**config.mk**
```make
export PLATFORM = sky130hd
export DESIGN_NAME = fwd_hazard_unit_flat
export DESIGN_NICKNAME = d
export VERILOG_FILES = /design/src/rtl/fwd_hazard_unit_pkg.sv /design/src/rtl/fwd_hazard_unit_if.sv /design/src/rtl/fwd_hazard_unit_match_mux.sv /design/src/rtl/fwd_hazard_unit.sv /design/src/flat_wrapper.sv
export SDC_FILE = /design/constraint.sdc
export NUM_CORES = 1
export LEC_CHECK = 0
export CORE_ASPECT_RATIO = 0.9
export CORE_MARGIN = 4
export CORE_UTILIZATION = 45
export CTS_CLUSTER_SIZE = 25
export DETAILED_ROUTE_END_ITERATION = 10
export GPL_TIMING_DRIVEN = 0
export MAX_ROUTING_LAYER = met4
export PLACE_DENSITY = 0.82
export SYNTH_ARGS = -nofsm -noshare
export SYNTH_HDL_FRONTEND = slang
export SYNTH_SLANG_ARGS = --single-unit
```
**constraint.sdc**
```tcl
create_clock -name clk -period 3 [get_ports clk]
set_clock_uncertainty 0.15 [all_clocks]
set_input_delay 0.45 -clock clk [delete_from_list [all_inputs] [get_ports clk]]
set_output_delay 0.45 -clock clk [all_outputs]
set_load 0.005 [all_outputs]
```
**src/rtl/fwd_hazard_unit_pkg.sv**
```systemverilog
// Shared types for the EX-stage forwarding and load-use stall unit.
// Register-index and word types are reused by every file of the block.
package fwd_hazard_unit_pkg;

    localparam int REG_W = 5;

    typedef logic [REG_W-1:0] rv32i_reg;
    typedef logic [31:0]      rv32i_word;

    typedef enum logic {
        IDLE      = 1'b0,
        LOAD_WAIT = 1'b1
    } fwd_state_t;

endpackage

```
**src/rtl/fwd_hazard_unit_if.sv**
```systemverilog
// Bundle between the pipeline and the forwarding/hazard unit.
// ex_valid qualifies EX, stall holds IF/ID/EX, dmem_resp is a one-cycle data-valid pulse.
interface fwd_hazard_unit_if
    import fwd_hazard_unit_pkg::*;
#(
    parameter int NUM_SRC = 2,
    parameter int NUM_STG = 2,
    parameter int XLEN    = 32,
    parameter int CNT_W   = 16
) ();

    logic                     flush;
    logic                     ex_valid;
    logic [NUM_SRC*REG_W-1:0] ex_rs;
    logic [NUM_STG-1:0]       stg_valid;
    logic [NUM_STG*REG_W-1:0] stg_rd;
    logic [NUM_STG-1:0]       stg_is_load;
    logic [NUM_STG*XLEN-1:0]  stg_data;
    logic                     dmem_resp;
    logic [XLEN-1:0]          dmem_rdata;

    logic [NUM_SRC-1:0]       fwd_hit;
    logic [NUM_SRC*XLEN-1:0]  fwd_data;
    logic                     stall;
    logic [CNT_W-1:0]         stall_cnt;
    fwd_state_t               dbg_state;
    logic                     dbg_hold_valid;

    modport master (
        output flush, ex_valid, ex_rs, stg_valid, stg_rd, stg_is_load, stg_data,
               dmem_resp, dmem_rdata,
        input  fwd_hit, fwd_data, stall, stall_cnt, dbg_state, dbg_hold_valid
    );

    modport slave (
        input  flush, ex_valid, ex_rs, stg_valid, stg_rd, stg_is_load, stg_data,
               dmem_resp, dmem_rdata,
        output fwd_hit, fwd_data, stall, stall_cnt, dbg_state, dbg_hold_valid
    );

endinterface

```
**src/rtl/fwd_hazard_unit_match_mux.sv**
```systemverilog
// Priority match and value select for one EX source operand.
// Order: pending load data, then youngest matching stage, then the hold register.
module fwd_match_mux
    import fwd_hazard_unit_pkg::*;
#(
    parameter int NUM_STG = 2,
    parameter int XLEN    = 32
) (
    input  rv32i_reg                 i_rs,
    input  logic [NUM_STG-1:0]       i_stg_valid,
    input  logic [NUM_STG*REG_W-1:0] i_stg_rd,
    input  logic [NUM_STG-1:0]       i_stg_is_load,
    input  logic [NUM_STG*XLEN-1:0]  i_stg_data,
    input  logic                     i_pend_active,
    input  rv32i_reg                 i_pend_rd,
    input  logic                     i_hold_valid,
    input  rv32i_reg                 i_hold_rd,
    input  logic [XLEN-1:0]          i_hold_data,
    input  logic [XLEN-1:0]          i_dmem_rdata,
    output logic                     o_hit,
    output logic [XLEN-1:0]          o_data,
    output logic                     o_load_use
);

    logic            w_found;
    logic            w_win_load;
    logic [XLEN-1:0] w_win_data;

    always_comb begin
        w_found    = 1'b0;
        w_win_load = 1'b0;
        w_win_data = '0;
        // Walk oldest to youngest so the lowest-index match is the one left standing.
        for (int s = NUM_STG - 1; s >= 0; s--) begin
            if (i_stg_valid[s] && (i_stg_rd[s*REG_W +: REG_W] == i_rs)) begin
                w_found    = 1'b1;
                w_win_load = (s == 0) && i_stg_is_load[s];
                w_win_data = i_stg_data[s*XLEN +: XLEN];
            end
        end
    end

    always_comb begin
        o_hit      = 1'b0;
        o_data     = '0;
        o_load_use = 1'b0;
        if (i_rs != '0) begin
            if (i_pend_active && (i_rs == i_pend_rd)) begin
                o_hit  = 1'b1;
                o_data = i_dmem_rdata;
            end else if (w_found) begin
                o_hit = 1'b1;
                if (w_win_load) begin
                    o_data     = i_dmem_rdata;
                    o_load_use = 1'b1;
                end else begin
                    o_data = w_win_data;
                end
            end else if (i_hold_valid && (i_hold_rd == i_rs)) begin
                o_hit  = 1'b1;
                o_data = i_hold_data;
            end
        end
    end

endmodule

```
**src/rtl/fwd_hazard_unit.sv**
```systemverilog
// EX operand forwarding with load-use stall FSM, post-load hold register
// and a saturating stall-cycle counter.
module fwd_hazard_unit
    import fwd_hazard_unit_pkg::*;
#(
    parameter int NUM_SRC = 2,
    parameter int NUM_STG = 2,
    parameter int XLEN    = 32,
    parameter int CNT_W   = 16
) (
    input logic              clk,
    input logic              rst,
    fwd_hazard_unit_if.slave bus
);

    fwd_state_t         r_state;
    fwd_state_t         w_state_nxt;
    logic               r_hold_valid;
    rv32i_reg           r_hold_rd;
    logic [XLEN-1:0]    r_hold_data;
    rv32i_reg           r_pend_rd;
    logic [CNT_W-1:0]   r_stall_cnt;

    logic               w_pend_active;
    logic               w_hazard;
    logic               w_stall;
    logic               w_enter_wait;
    logic               w_hold_load;
    logic [NUM_SRC-1:0] w_hit;
    logic [NUM_SRC-1:0] w_load_use;
    logic [XLEN-1:0]    w_data [NUM_SRC];

    assign w_pend_active = (r_state == LOAD_WAIT);

    generate
        for (genvar i = 0; i < NUM_SRC; i++) begin : g_src
            fwd_match_mux #(
                .NUM_STG (NUM_STG),
                .XLEN    (XLEN)
            ) u_match (
                .i_rs          (bus.ex_rs[i*REG_W +: REG_W]),
                .i_stg_valid   (bus.stg_valid),
                .i_stg_rd      (bus.stg_rd),
                .i_stg_is_load (bus.stg_is_load),
                .i_stg_data    (bus.stg_data),
                .i_pend_active (w_pend_active),
                .i_pend_rd     (r_pend_rd),
                .i_hold_valid  (r_hold_valid),
                .i_hold_rd     (r_hold_rd),
                .i_hold_data   (r_hold_data),
                .i_dmem_rdata  (bus.dmem_rdata),
                .o_hit         (w_hit[i]),
                .o_data        (w_data[i]),
                .o_load_use    (w_load_use[i])
            );
            assign bus.fwd_data[i*XLEN +: XLEN] = w_data[i];
        end
    endgenerate

    assign w_hazard = bus.ex_valid && (r_state == IDLE) && (|w_load_use);

    always_comb begin
        w_state_nxt = r_state;
        w_stall     = 1'b0;
        case (r_state)
            IDLE: begin
                // Data arriving in the hazard cycle is forwarded directly, so no stall.
                if (!bus.flush && w_hazard && !bus.dmem_resp) begin
                    w_stall     = 1'b1;
                    w_state_nxt = LOAD_WAIT;
                end
            end
            LOAD_WAIT: begin
                if (bus.flush || bus.dmem_resp) begin
                    w_state_nxt = IDLE;
                end else begin
                    w_stall = 1'b1;
                end
            end
            default: w_state_nxt = IDLE;
        endcase
    end

    assign w_enter_wait = (r_state == IDLE) && (w_state_nxt == LOAD_WAIT);
    assign w_hold_load  = (r_state == LOAD_WAIT) && bus.dmem_resp && !bus.flush;

    always_ff @(posedge clk or posedge rst) begin
        if (rst) begin
            r_state <= IDLE;
        end else begin
            r_state <= w_state_nxt;
        end
    end

    always_ff @(posedge clk or posedge rst) begin
        if (rst) begin
            r_pend_rd <= '0;
        end else if (w_enter_wait) begin
            r_pend_rd <= bus.stg_rd[REG_W-1:0];
        end
    end

    always_ff @(posedge clk or posedge rst) begin
        if (rst) begin
            r_hold_valid <= 1'b0;
            r_hold_rd    <= '0;
            r_hold_data  <= '0;
        end else if (bus.flush) begin
            r_hold_valid <= 1'b0;
        end else if (w_hold_load) begin
            r_hold_valid <= 1'b1;
            r_hold_rd    <= r_pend_rd;
            r_hold_data  <= bus.dmem_rdata;
        end else if (bus.ex_valid && !w_stall) begin
            r_hold_valid <= 1'b0;
        end
    end

    always_ff @(posedge clk or posedge rst) begin
        if (rst) begin
            r_stall_cnt <= '0;
        end else if (w_stall && (r_stall_cnt != {CNT_W{1'b1}})) begin
            r_stall_cnt <= r_stall_cnt + {{(CNT_W-1){1'b0}}, 1'b1};
        end
    end

    assign bus.fwd_hit        = w_hit;
    assign bus.stall          = w_stall;
    assign bus.stall_cnt      = r_stall_cnt;
    assign bus.dbg_state      = r_state;
    assign bus.dbg_hold_valid = r_hold_valid;

endmodule

```
**src/flat_wrapper.sv**
```systemverilog
// flat-port wrapper written by rule: the top's interface ports become plain ports
module fwd_hazard_unit_flat import fwd_hazard_unit_pkg::*;
#(
    parameter int NUM_SRC = 2,
    parameter int NUM_STG = 2,
    parameter int XLEN    = 32,
    parameter int CNT_W   = 16
)
  (clk, rst, bus_flush, bus_ex_valid, bus_ex_rs, bus_stg_valid, bus_stg_rd, bus_stg_is_load, bus_stg_data, bus_dmem_resp, bus_dmem_rdata, bus_fwd_hit, bus_fwd_data, bus_stall, bus_stall_cnt, bus_dbg_state, bus_dbg_hold_valid);
  fwd_hazard_unit_if #(.NUM_SRC(NUM_SRC), .NUM_STG(NUM_STG), .XLEN(XLEN), .CNT_W(CNT_W)) bus_i ();
  input logic clk;
  input logic rst;
  input wire logic [$bits(bus_i.flush)-1:0] bus_flush;
  input wire logic [$bits(bus_i.ex_valid)-1:0] bus_ex_valid;
  input wire logic [$bits(bus_i.ex_rs)-1:0] bus_ex_rs;
  input wire logic [$bits(bus_i.stg_valid)-1:0] bus_stg_valid;
  input wire logic [$bits(bus_i.stg_rd)-1:0] bus_stg_rd;
  input wire logic [$bits(bus_i.stg_is_load)-1:0] bus_stg_is_load;
  input wire logic [$bits(bus_i.stg_data)-1:0] bus_stg_data;
  input wire logic [$bits(bus_i.dmem_resp)-1:0] bus_dmem_resp;
  input wire logic [$bits(bus_i.dmem_rdata)-1:0] bus_dmem_rdata;
  output wire logic [$bits(bus_i.fwd_hit)-1:0] bus_fwd_hit;
  output wire logic [$bits(bus_i.fwd_data)-1:0] bus_fwd_data;
  output wire logic [$bits(bus_i.stall)-1:0] bus_stall;
  output wire logic [$bits(bus_i.stall_cnt)-1:0] bus_stall_cnt;
  output wire logic [$bits(bus_i.dbg_state)-1:0] bus_dbg_state;
  output wire logic [$bits(bus_i.dbg_hold_valid)-1:0] bus_dbg_hold_valid;
  assign bus_i.flush = bus_flush;
  assign bus_i.ex_valid = bus_ex_valid;
  assign bus_i.ex_rs = bus_ex_rs;
  assign bus_i.stg_valid = bus_stg_valid;
  assign bus_i.stg_rd = bus_stg_rd;
  assign bus_i.stg_is_load = bus_stg_is_load;
  assign bus_i.stg_data = bus_stg_data;
  assign bus_i.dmem_resp = bus_dmem_resp;
  assign bus_i.dmem_rdata = bus_dmem_rdata;
  assign bus_fwd_hit = bus_i.fwd_hit;
  assign bus_fwd_data = bus_i.fwd_data;
  assign bus_stall = bus_i.stall;
  assign bus_stall_cnt = bus_i.stall_cnt;
  assign bus_dbg_state = bus_i.dbg_state;
  assign bus_dbg_hold_valid = bus_i.dbg_hold_valid;
  fwd_hazard_unit #(.NUM_SRC(NUM_SRC), .NUM_STG(NUM_STG), .XLEN(XLEN), .CNT_W(CNT_W)) u_core (.clk(clk), .rst(rst), .bus(bus_i));
endmodule
```
-- Word-level counts from Yosys, hierarchy flattened
Index checks and enable logic that the tools add are counted.
- equal/unequal tests: 9
- bitwise logic cells: 2
- add/sub/neg operators: 1
- reductions and logical operators: 26
- mux-type cells: 42
- operator list (cell ; number):
    2-to-1 mux 32 bit ; 14
    equality test 5 bit ; 8
    2-to-1 mux 1 bit ; 27
    logical AND 1 bit ; 17
    adder 16 x 1 -> 16 bit (second input constant) ; 1
    inequality test 16 bit (second input constant) ; 1
    nonzero test 5 bit ; 2
    logical NOT 1 bit ; 3
    nonzero test 3 bit ; 1
    NOT 1 bit ; 2
    one-hot mux 1 bit (2 select lines) ; 1
    AND reduction 2 bit ; 1
    OR reduction 2 bit ; 1
    logical OR 1 bit ; 1
- word-level logic and storage cells: 86
- bits of input ports: 125
- output and inout bits: 85
- flip-flop bits (word level): 60

-- Longest topological paths before layout
Gate-level depths: netlist of the first run.
- word-level depth: 18
- gate-level depth with buffers: 9

-- Cells and area by module
From an unflattened synthesis of the first run, not the netlist that was laid out.
- cell total of the unflattened synthesis: 633
- area, all modules: 6062.1 µm²
- by module, submodules not included (module ; cells each ; times used ; area each (µm²)):
    fwd_match_mux ; 232 ; 2 ; 1789.2
    fwd_hazard_unit ; 169 ; 1 ; 2483.6

-- Worst setup path before layout of the first run
Ideal clock, no wire load.
- path type: in2out
- from: in bus_ex_rs[6]
- to: out bus_fwd_data[61]
- stages on the path: 7
- path slack: 0.541 ns
- path buffers: 2
- arrival time: 1.859 ns
- path through: buf_2 -> xnor2_1 -> nand4_1 -> o22ai_1 -> clkbuf_1 -> o211ai_1 -> a31oi_1
- cells in the longest elaborated chain, start to end: 8
- RTL lines (element ; RTL line ; text):
    start: declaration ; flat_wrapper.sv:15 ; input wire logic [$bits(bus_i.ex_rs)-1:0] bus_ex_rs;
    equality test 5 bit ; fwd_hazard_unit_match_mux.sv:35 ; if (i_stg_valid[s] && (i_stg_rd[s*REG_W +: REG_W] == i_rs)) begin
    logical AND 1 bit ; fwd_hazard_unit_match_mux.sv:35 ;
    2-to-1 mux 32 bit (2 in a row) ; fwd_hazard_unit_match_mux.sv:35 ;
    2-to-1 mux 32 bit ; fwd_hazard_unit_match_mux.sv:53 ; if (w_win_load) begin
    2-to-1 mux 32 bit ; fwd_hazard_unit_match_mux.sv:51 ; end else if (w_found) begin
    2-to-1 mux 32 bit ; fwd_hazard_unit_match_mux.sv:48 ; if (i_pend_active && (i_rs == i_pend_rd)) begin
    2-to-1 mux 32 bit * ; fwd_hazard_unit_match_mux.sv:47 ; if (i_rs != '0) begin
    end: declaration ; flat_wrapper.sv:23 ; output wire logic [$bits(bus_i.fwd_data)-1:0] bus_fwd_data;
Mark *: on every way between the ends. The rest lies on a longest branch, timed or not.

-- Worst setup path after layout of the first run
- from: reg u_core.r_hold_rd[2]
- to: out bus_fwd_data[46]
- cells in the longest elaborated chain, start to end: 6
- RTL lines (element ; RTL line ; text):
    start: declaration ; fwd_hazard_unit.sv:19 ; rv32i_reg r_hold_rd;
    start signal: assignment ; fwd_hazard_unit.sv:112 ; r_hold_rd <= r_pend_rd;
    equality test 5 bit ; fwd_hazard_unit_match_mux.sv:59 ; end else if (i_hold_valid && (i_hold_rd == i_rs)) begin
    logical AND 1 bit ; fwd_hazard_unit_match_mux.sv:59 ;
    2-to-1 mux 32 bit ; fwd_hazard_unit_match_mux.sv:59 ;
    2-to-1 mux 32 bit ; fwd_hazard_unit_match_mux.sv:51 ;
    2-to-1 mux 32 bit ; fwd_hazard_unit_match_mux.sv:48 ;
    2-to-1 mux 32 bit ; fwd_hazard_unit_match_mux.sv:47 ;
Every way passes these cells.

==> key figures, run 1 <==
Global route
  – Overall Global Routing Usage: 0.3326
  – Total congestion overflow: 0
  – Vias in the first global route: 6690
  – Largest net degree at the start of global routing: 33
  – Initial antenna violation count: 0
  – First-pass GRT wire length: 35370 um

Logic synthesis
  – Mapped cell area: 5370 um2
  – Syn_nets: 774
  – Register bit count reported by yosys: 60
  – Syn Area/Cell: 8.287 um2
  – Synth warn: 0
  – Cells after Synth: 648
  – Post-synthesis sequential area ratio: 0.2796
  – Distinct cells, synth: 42

Drt
  – Vias per cell: 6.332
  – Drt drc: 0
  – Routed len/inst: 22.63 um
  – WL final: 23920 um
  – 1st-iter DRT viols: 802
  – Post-route ant nets: 0
  – Routed via count: 6693
  – Pre-antenna DRT Iters: 6

Placed design
  – Buffers on Ports: 197
  – Placed cell count: 1002
  – GPL Wtd Cong: 0.9117
  – Post-DP HPWL: 15890 um
  – Placed inst area: 7557 um2

Timing
  – RSZ-0062 raised after global routing: true
  – Worst slew pin tran: 0.8806 ns
  – Tmin final: 3.023 ns
  – Slew margin rel.: 0.4129
  – Worst Setup Slack, final: -0.02279 ns
  – Fmax: 0.3308 GHz
  – Fin. max-slew vios: 0
  – Final setup violation count: 1
  – Final Hold Vio Count: 0
  – Tcrit/Tclk final: 1.008
  – TNS Setup: -0.02279 ns

Power and ir drop
  – Max IR drop VDD: 272.4 uV
  – Pwr/cell area: 296.5 nW/um2
  – Pleak: 3.728 nW
  – Total Power: 2.586 mW

Critical path
  – CP Max Fanout: 5
  – CP Capture Type: primary output
  – Worst endpoint required time: 2.40 ns
  – WP data arrival: 2.42 ns
  – Startpoint types: register
  – Crit Path Class: reg2out

CTS
  – CTS buffer count: 9
  – Clk sinks: 60
  – Clk slew on worst S/H paths: 0.05 ns
  – CTS tree: yes
  – CTS hold repair buffers: 0
  – H-tree levels: 3
  – Worst skew pair latency: 0.33 ns
  – Root Driver: clkbuf_16
  – Max clock buf depth: 2

Final layout
  – Sequential cell area: 1505 um2
  – Final Cell Area: 8722 um2
  – Most common cell after layout, fill and taps aside: clkdlybuf4s50_1
  – Inserted Diodes: 0
  – Fillcell total: 777
  – Share of layout cells above drive strength 1: 0.3407
  – Final Util: 0.7536
  – Final cell count without fillers: 1057
  – Most frequent cells in the layout: clkdlybuf4s50_1 (120), nand2_1 (104), mux2_2 (64)
  – Footprint of the multi-input gates: 3941 um2
  – Final net count: 1022
  – P&R area growth vs syn: 62.42%

Run
  – Max-cap violations: 0

Status
  – Failing checks: negative setup slack
  – Outcome: finished, violations left

Floorplan
  – Core area: 11570 um2
  – Chip height: 111.6 um
  – Die width: 123.2 um
  – Num rows: 37
  – Area of the die: 13750 um2
  – Starting Density: 0.4640
  – Top Ports: 210

Worst hold path
  – Tightest Hold Check Type: in2reg
kinds of logic after synthesis:
family / after synthesis / synth area share
adder cells (fa/ha/maj): 1 / 0.002330
multiplexers: 89 / 0.1817
buffers and inverters: 71 / 0.05941
AND/OR/NAND/NOR: 168 / 0.1470
flip-flops: 60 / 0.2796
AO/OA/AOI/OAI: 204 / 0.2402
XOR/XNOR: 55 / 0.08970
synthesized netlist by cell type:
cell type | count | area [um2]
a31oi_1 | 48 | 300.3
nor3_1 | 8 | 40.04
and2_1 | 1 | 6.260
or2_2 | 1 | 6.260
buf_1 | 4 | 15.01
nand2_1 | 107 | 401.6
nand3b_1 | 1 | 7.510
or3_1 | 1 | 6.260
nand3_1 | 13 | 65.06
inv_1 | 5 | 18.77
clkbuf_1 | 39 | 146.4
o21a_1 | 2 | 15.01
nand4_1 | 6 | 37.54
a22o_1 | 2 | 17.52
a22oi_1 | 16 | 120.1
o21ai_0 | 66 | 330.3
o211ai_1 | 48 | 360.4
nor4_1 | 4 | 25.02
nand4b_1 | 1 | 8.760
buf_4 | 2 | 15.01
nor4b_1 | 2 | 17.52
buf_6 | 3 | 33.78
mux2_2 | 64 | 720.7
xor2_1 | 29 | 254.0
a21oi_1 | 17 | 85.08
nor4_2 | 5 | 62.56
a21o_1 | 1 | 7.510
mux2_4 | 1 | 15.01
xnor2_1 | 26 | 227.7
o22ai_1 | 1 | 6.260
o22ai_2 | 1 | 12.51
nor2_2 | 2 | 12.51
o31a_1 | 1 | 8.760
ha_1 | 1 | 12.51
a221oi_4 | 1 | 26.28
nor2_1 | 9 | 33.78
nor3b_2 | 2 | 25.02
nor3b_1 | 2 | 15.01
dfrtp_1 | 60 | 1501
mux2i_1 | 24 | 240.2
and3_1 | 3 | 18.77
buf_2 | 18 | 90.09
critical path: stages (launching register included):
cell and delay (ns):
dfrtp_1 0.41, xor2_1 0.15, nor4_1 0.27, nand3_1 0.20
nor2_4 0.25, buf_6 0.18, buf_6 0.10, buf_6 0.09
a22oi_2 0.06, a21oi_1 0.20, buf_2 0.16
cell type report:
class                   instances  area share
plain buffers                  66     0.07015
clock buffers                  12     0.03056
clock inverters                 4    0.008033
inverters                       5    0.002152
multi-input cells             517      0.4519
flip-flops and latches         60      0.1726
well taps                     156     0.02238
repair buffers                237      0.2423
power breakdown:
part	total [mW]	internal (mW)	switching, mW
logic	0.547	0.290	0.257
clock network	1.19	0.793	0.396
registers	0.850	0.830	0.0204
path summary, 6_finish.rpt:
kind	start	end	slack [ns]	cells past startpoint
worst max register to register	u_core.bus.dbg_state	u_core.r_hold_data[4]	0.42	4
worst max-delay path	u_core.r_hold_rd[2]	bus_fwd_data[46]	-0.02	10
worst min register to register	u_core.bus.stall_cnt[12]	u_core.bus.stall_cnt[12]	0.34	1
max in group asynchronous	rst	u_core.r_hold_data[11]	1.66	3
min in group asynchronous	rst	u_core.bus.stall_cnt[2]	0.42	2
worst min-delay path	bus_stg_rd[4]	u_core.r_pend_rd[4]	0.27	2
per-layer routing:
metal  wire (um)  global-route usage  part of all wire  vias up
met5           0                   -                 0        -
met4        1064              0.1668             0.044        0
met3        2647             0.07059              0.11      108
met2       11000              0.5022              0.46      551
met1        9213              0.4192              0.39     3152
li1            -                   -                 -     2882
registers in the layout, summed over array words and instances (netlist names):
signal	cells
u_core.bus.stall_cnt	16
u_core.r_hold_data	32
u_core.bus.dbg_hold_valid	1
u_core.r_pend_rd	5
u_core.r_hold_rd	5
u_core.bus.dbg_state	1
through the flow:
step,hold slack [ns],setup slack (ns)
after floorplan,0.3216,0.5405
after global placement,0.3256,-1.034
after detailed placement,0.3304,-1.084
after CTS,0.3422,-0.05098
after global routing,0.2714,-0.1412
final,0.2718,-0.02279
timing repair:
item,4_1_cts,5_1_grt
buffers inserted,26,9
pin swaps,30,34
endpoints found under the setup margin,67,65
cloned,4,0
gates resized for setup,255,188
Note: power is estimated with default switching activity, not from simulation.
==> run 2: changes to the inputs <==
CORE_UTILIZATION = 50   (was 45)
DONT_BUFFER_PORTS = 1   (was not set)
PLACE_DENSITY = not set   (was 0.82)
clock period = 3.8 ns   (was 3 ns; I/O delays follow)
==> run 2 against run 1 <==
Compared with the run above: the flow finishes with violations (negative hold slack); via count is 21% lower; worst hold slack got worse by 0.28 ns; critical endpoint is now bus_fwd_data[32]; worst setup slack gained 0.26 ns; critical path depth fell by 2.
==> key figures, run 2 (synthesized netlist as in run 1, its figures left out) <==
Final layout
  – Inserted Diodes: 0
  – Largest Register: u_core.r_hold_data
  – Most frequent cells in the layout: nand2_1 (107), o21ai_0 (66), mux2_2 (64)
  – Final net count: 786
  – Sequential cell area: 1501 um2
  – Most common cell after layout, fill and taps aside: nand2_1
  – Final Cell Area: 5869 um2
  – Number of flip-flops in the largest register: 32
  – P&R area growth vs syn: 9.296%
  – Fillcell total: 981
  – Share of layout cells above drive strength 1: 0.1759
  – Footprint of the multi-input gates: 3550 um2

Global route
  – Vias in the first global route: 5363
  – Total congestion overflow: 0
  – First-pass GRT wire length: 28890 um
  – Largest net degree at the start of global routing: 40
  – Overall Global Routing Usage: 0.3055
  – Initial antenna violation count: 0

Floorplan
  – Chip height: 106.3 um
  – Starting Density: 0.5174
  – Top Ports: 210
  – Area of the die: 12460 um2
  – Num rows: 35
  – Die width: 117.2 um
  – Core area: 10380 um2

CTS
  – Worst skew pair latency: 0.33 ns
  – Root Driver: clkbuf_16
  – H-tree levels: 3
  – Clk sinks: 60
  – CTS hold repair buffers: 0
  – Clk slew on worst S/H paths: 0.06 ns
  – CTS tree: yes
  – Postcts setup bufs: 0
  – Max clock buf depth: 2
  – Post-cts resize count: 0
  – CTS buffer count: 9

Power and ir drop
  – Pwr/cell area: 300.7 nW/um2
  – Pleak: 2.400 nW
  – Max IR drop VDD: 157.3 uV

Worst hold path
  – Tightest Hold Check Type: in2async

Critical path
  – Worst endpoint required time: 3.08 ns
  – WP data arrival: 2.85 ns
  – Reg2reg start: u_core.bus.stall_cnt[0]
  – CP Max Fanout: 10
  – Crit path launch: bus_ex_rs[7]
  – Crit Path Class: in2out
  – CP Capture Type: primary output
  – Startpoint types: input pin

Placed design
  – GPL Wtd Cong: 0.8847
  – Buffers on Ports: 0
  – Post-DP HPWL: 13980 um
  – Place WS: 0.3301 ns
  – Placed inst area: 5552 um2

Drt
  – WL final: 18910 um
  – Routed len/inst: 23.81 um
  – Vias per cell: 6.666
  – Pre-antenna DRT Iters: 5
  – 1st-iter DRT viols: 452
  – Post-route ant nets: 0
  – Drt drc: 0
  – Routed via count: 5293

Timing
  – Final setup violation count: 0
  – Final Hold Vio Count: 2
  – Slew margin rel.: 0.5237
  – Fmax: 0.2805 GHz
  – Tmin final: 3.566 ns
  – TNS Setup: 0 ns
  – Worst slew pin tran: 0.7145 ns
  – Tcrit/Tclk final: 0.9383
  – Worst Setup Slack, final: 0.2344 ns
  – RSZ-0062 raised after global routing: false
  – Hold slack: -0.003761 ns
  – Fin. max-slew vios: 0

Run
  – Max-cap violations: 0

Status
  – Failing checks: negative hold slack
  – Outcome: finished, violations left
[run 2: cell types whose count changed in the layout (fill, tap and decap cells not counted), moves of 11 or more]
cell	change
dlygate4sd2_1	-13
a31oi_1	+16
o21ai_1	-21
clkdlybuf4s50_1	-120
clkbuf_1	+31
clkbuf_2	-48
a31oi_2	-12
o21ai_0	+37
o21ai_2	-11
buf_4	-28
buf_6	-15
clkbuf_8	-16
[run 2: final timing paths]
check,slack [ns],endpoint,cells after the start
max,0.23,bus_fwd_data[32],8
min,-0.004,u_core.bus.stall_cnt[2],1
max reg2reg,1.29,u_core.bus.stall_cnt[14],8
min reg2reg,0.37,u_core.bus.stall_cnt[12],1
max in group asynchronous,2.90,u_core.r_hold_rd[4],2
min in group clk,0.24,u_core.r_pend_rd[4],1
[run 2: layout make-up]
cell class	instances	area share
tap	129	0.02750
clock inverter	6	0.01514
buffer	66	0.05116
inverter	5	0.003198
clock buffer	10	0.03901
timing repair buffer	1	0.003411
multi-input combinational	517	0.6048
sequential	60	0.2558
[run 2: critical path, cell delays in order]
cell and delay [ns]:
buf_2 0.19, xnor2_1 0.14, nand4_1 0.25, nor2_1 0.27, buf_2 0.31, buf_1 0.55, o211ai_1 0.20, a31oi_1 0.37
[run 2: routing by layer]
metal,vias to the layer above,share of wire,GRT usage
met4,0,0.021,0.09173
met1,2572,0.42,0.3991
met5,-,0,-
li1,2399,-,-
met3,28,0.10,0.07114
met2,294,0.46,0.4709
[run 2: metrics by stage]
| stage | hold WS, ns | power [mW] | std cells | utilization |
|---|---|---|---|---|
| after CTS | 0.01033 | 1.773 | 794 | 0.5655 |
| after floorplan | 0.3216 | 0.8493 | 648 | - |
| final | -0.003761 | 1.765 | 794 | 0.5655 |
| after detailed placement | 0.3608 | 0.8988 | 778 | 0.5349 |
| after global routing | 0.04260 | 1.829 | 794 | 0.5655 |
| after global placement | 0.3583 | 0.8913 | 777 | 0.5330 |
[run 2: power breakdown]
part | internal [mW] | leakage, nW | switching (mW)
Sequential | 0.655 | 0.825 | 0.0169
Combinational | 0.0949 | 1.43 | 0.123
Clock | 0.574 | 0.149 | 0.302
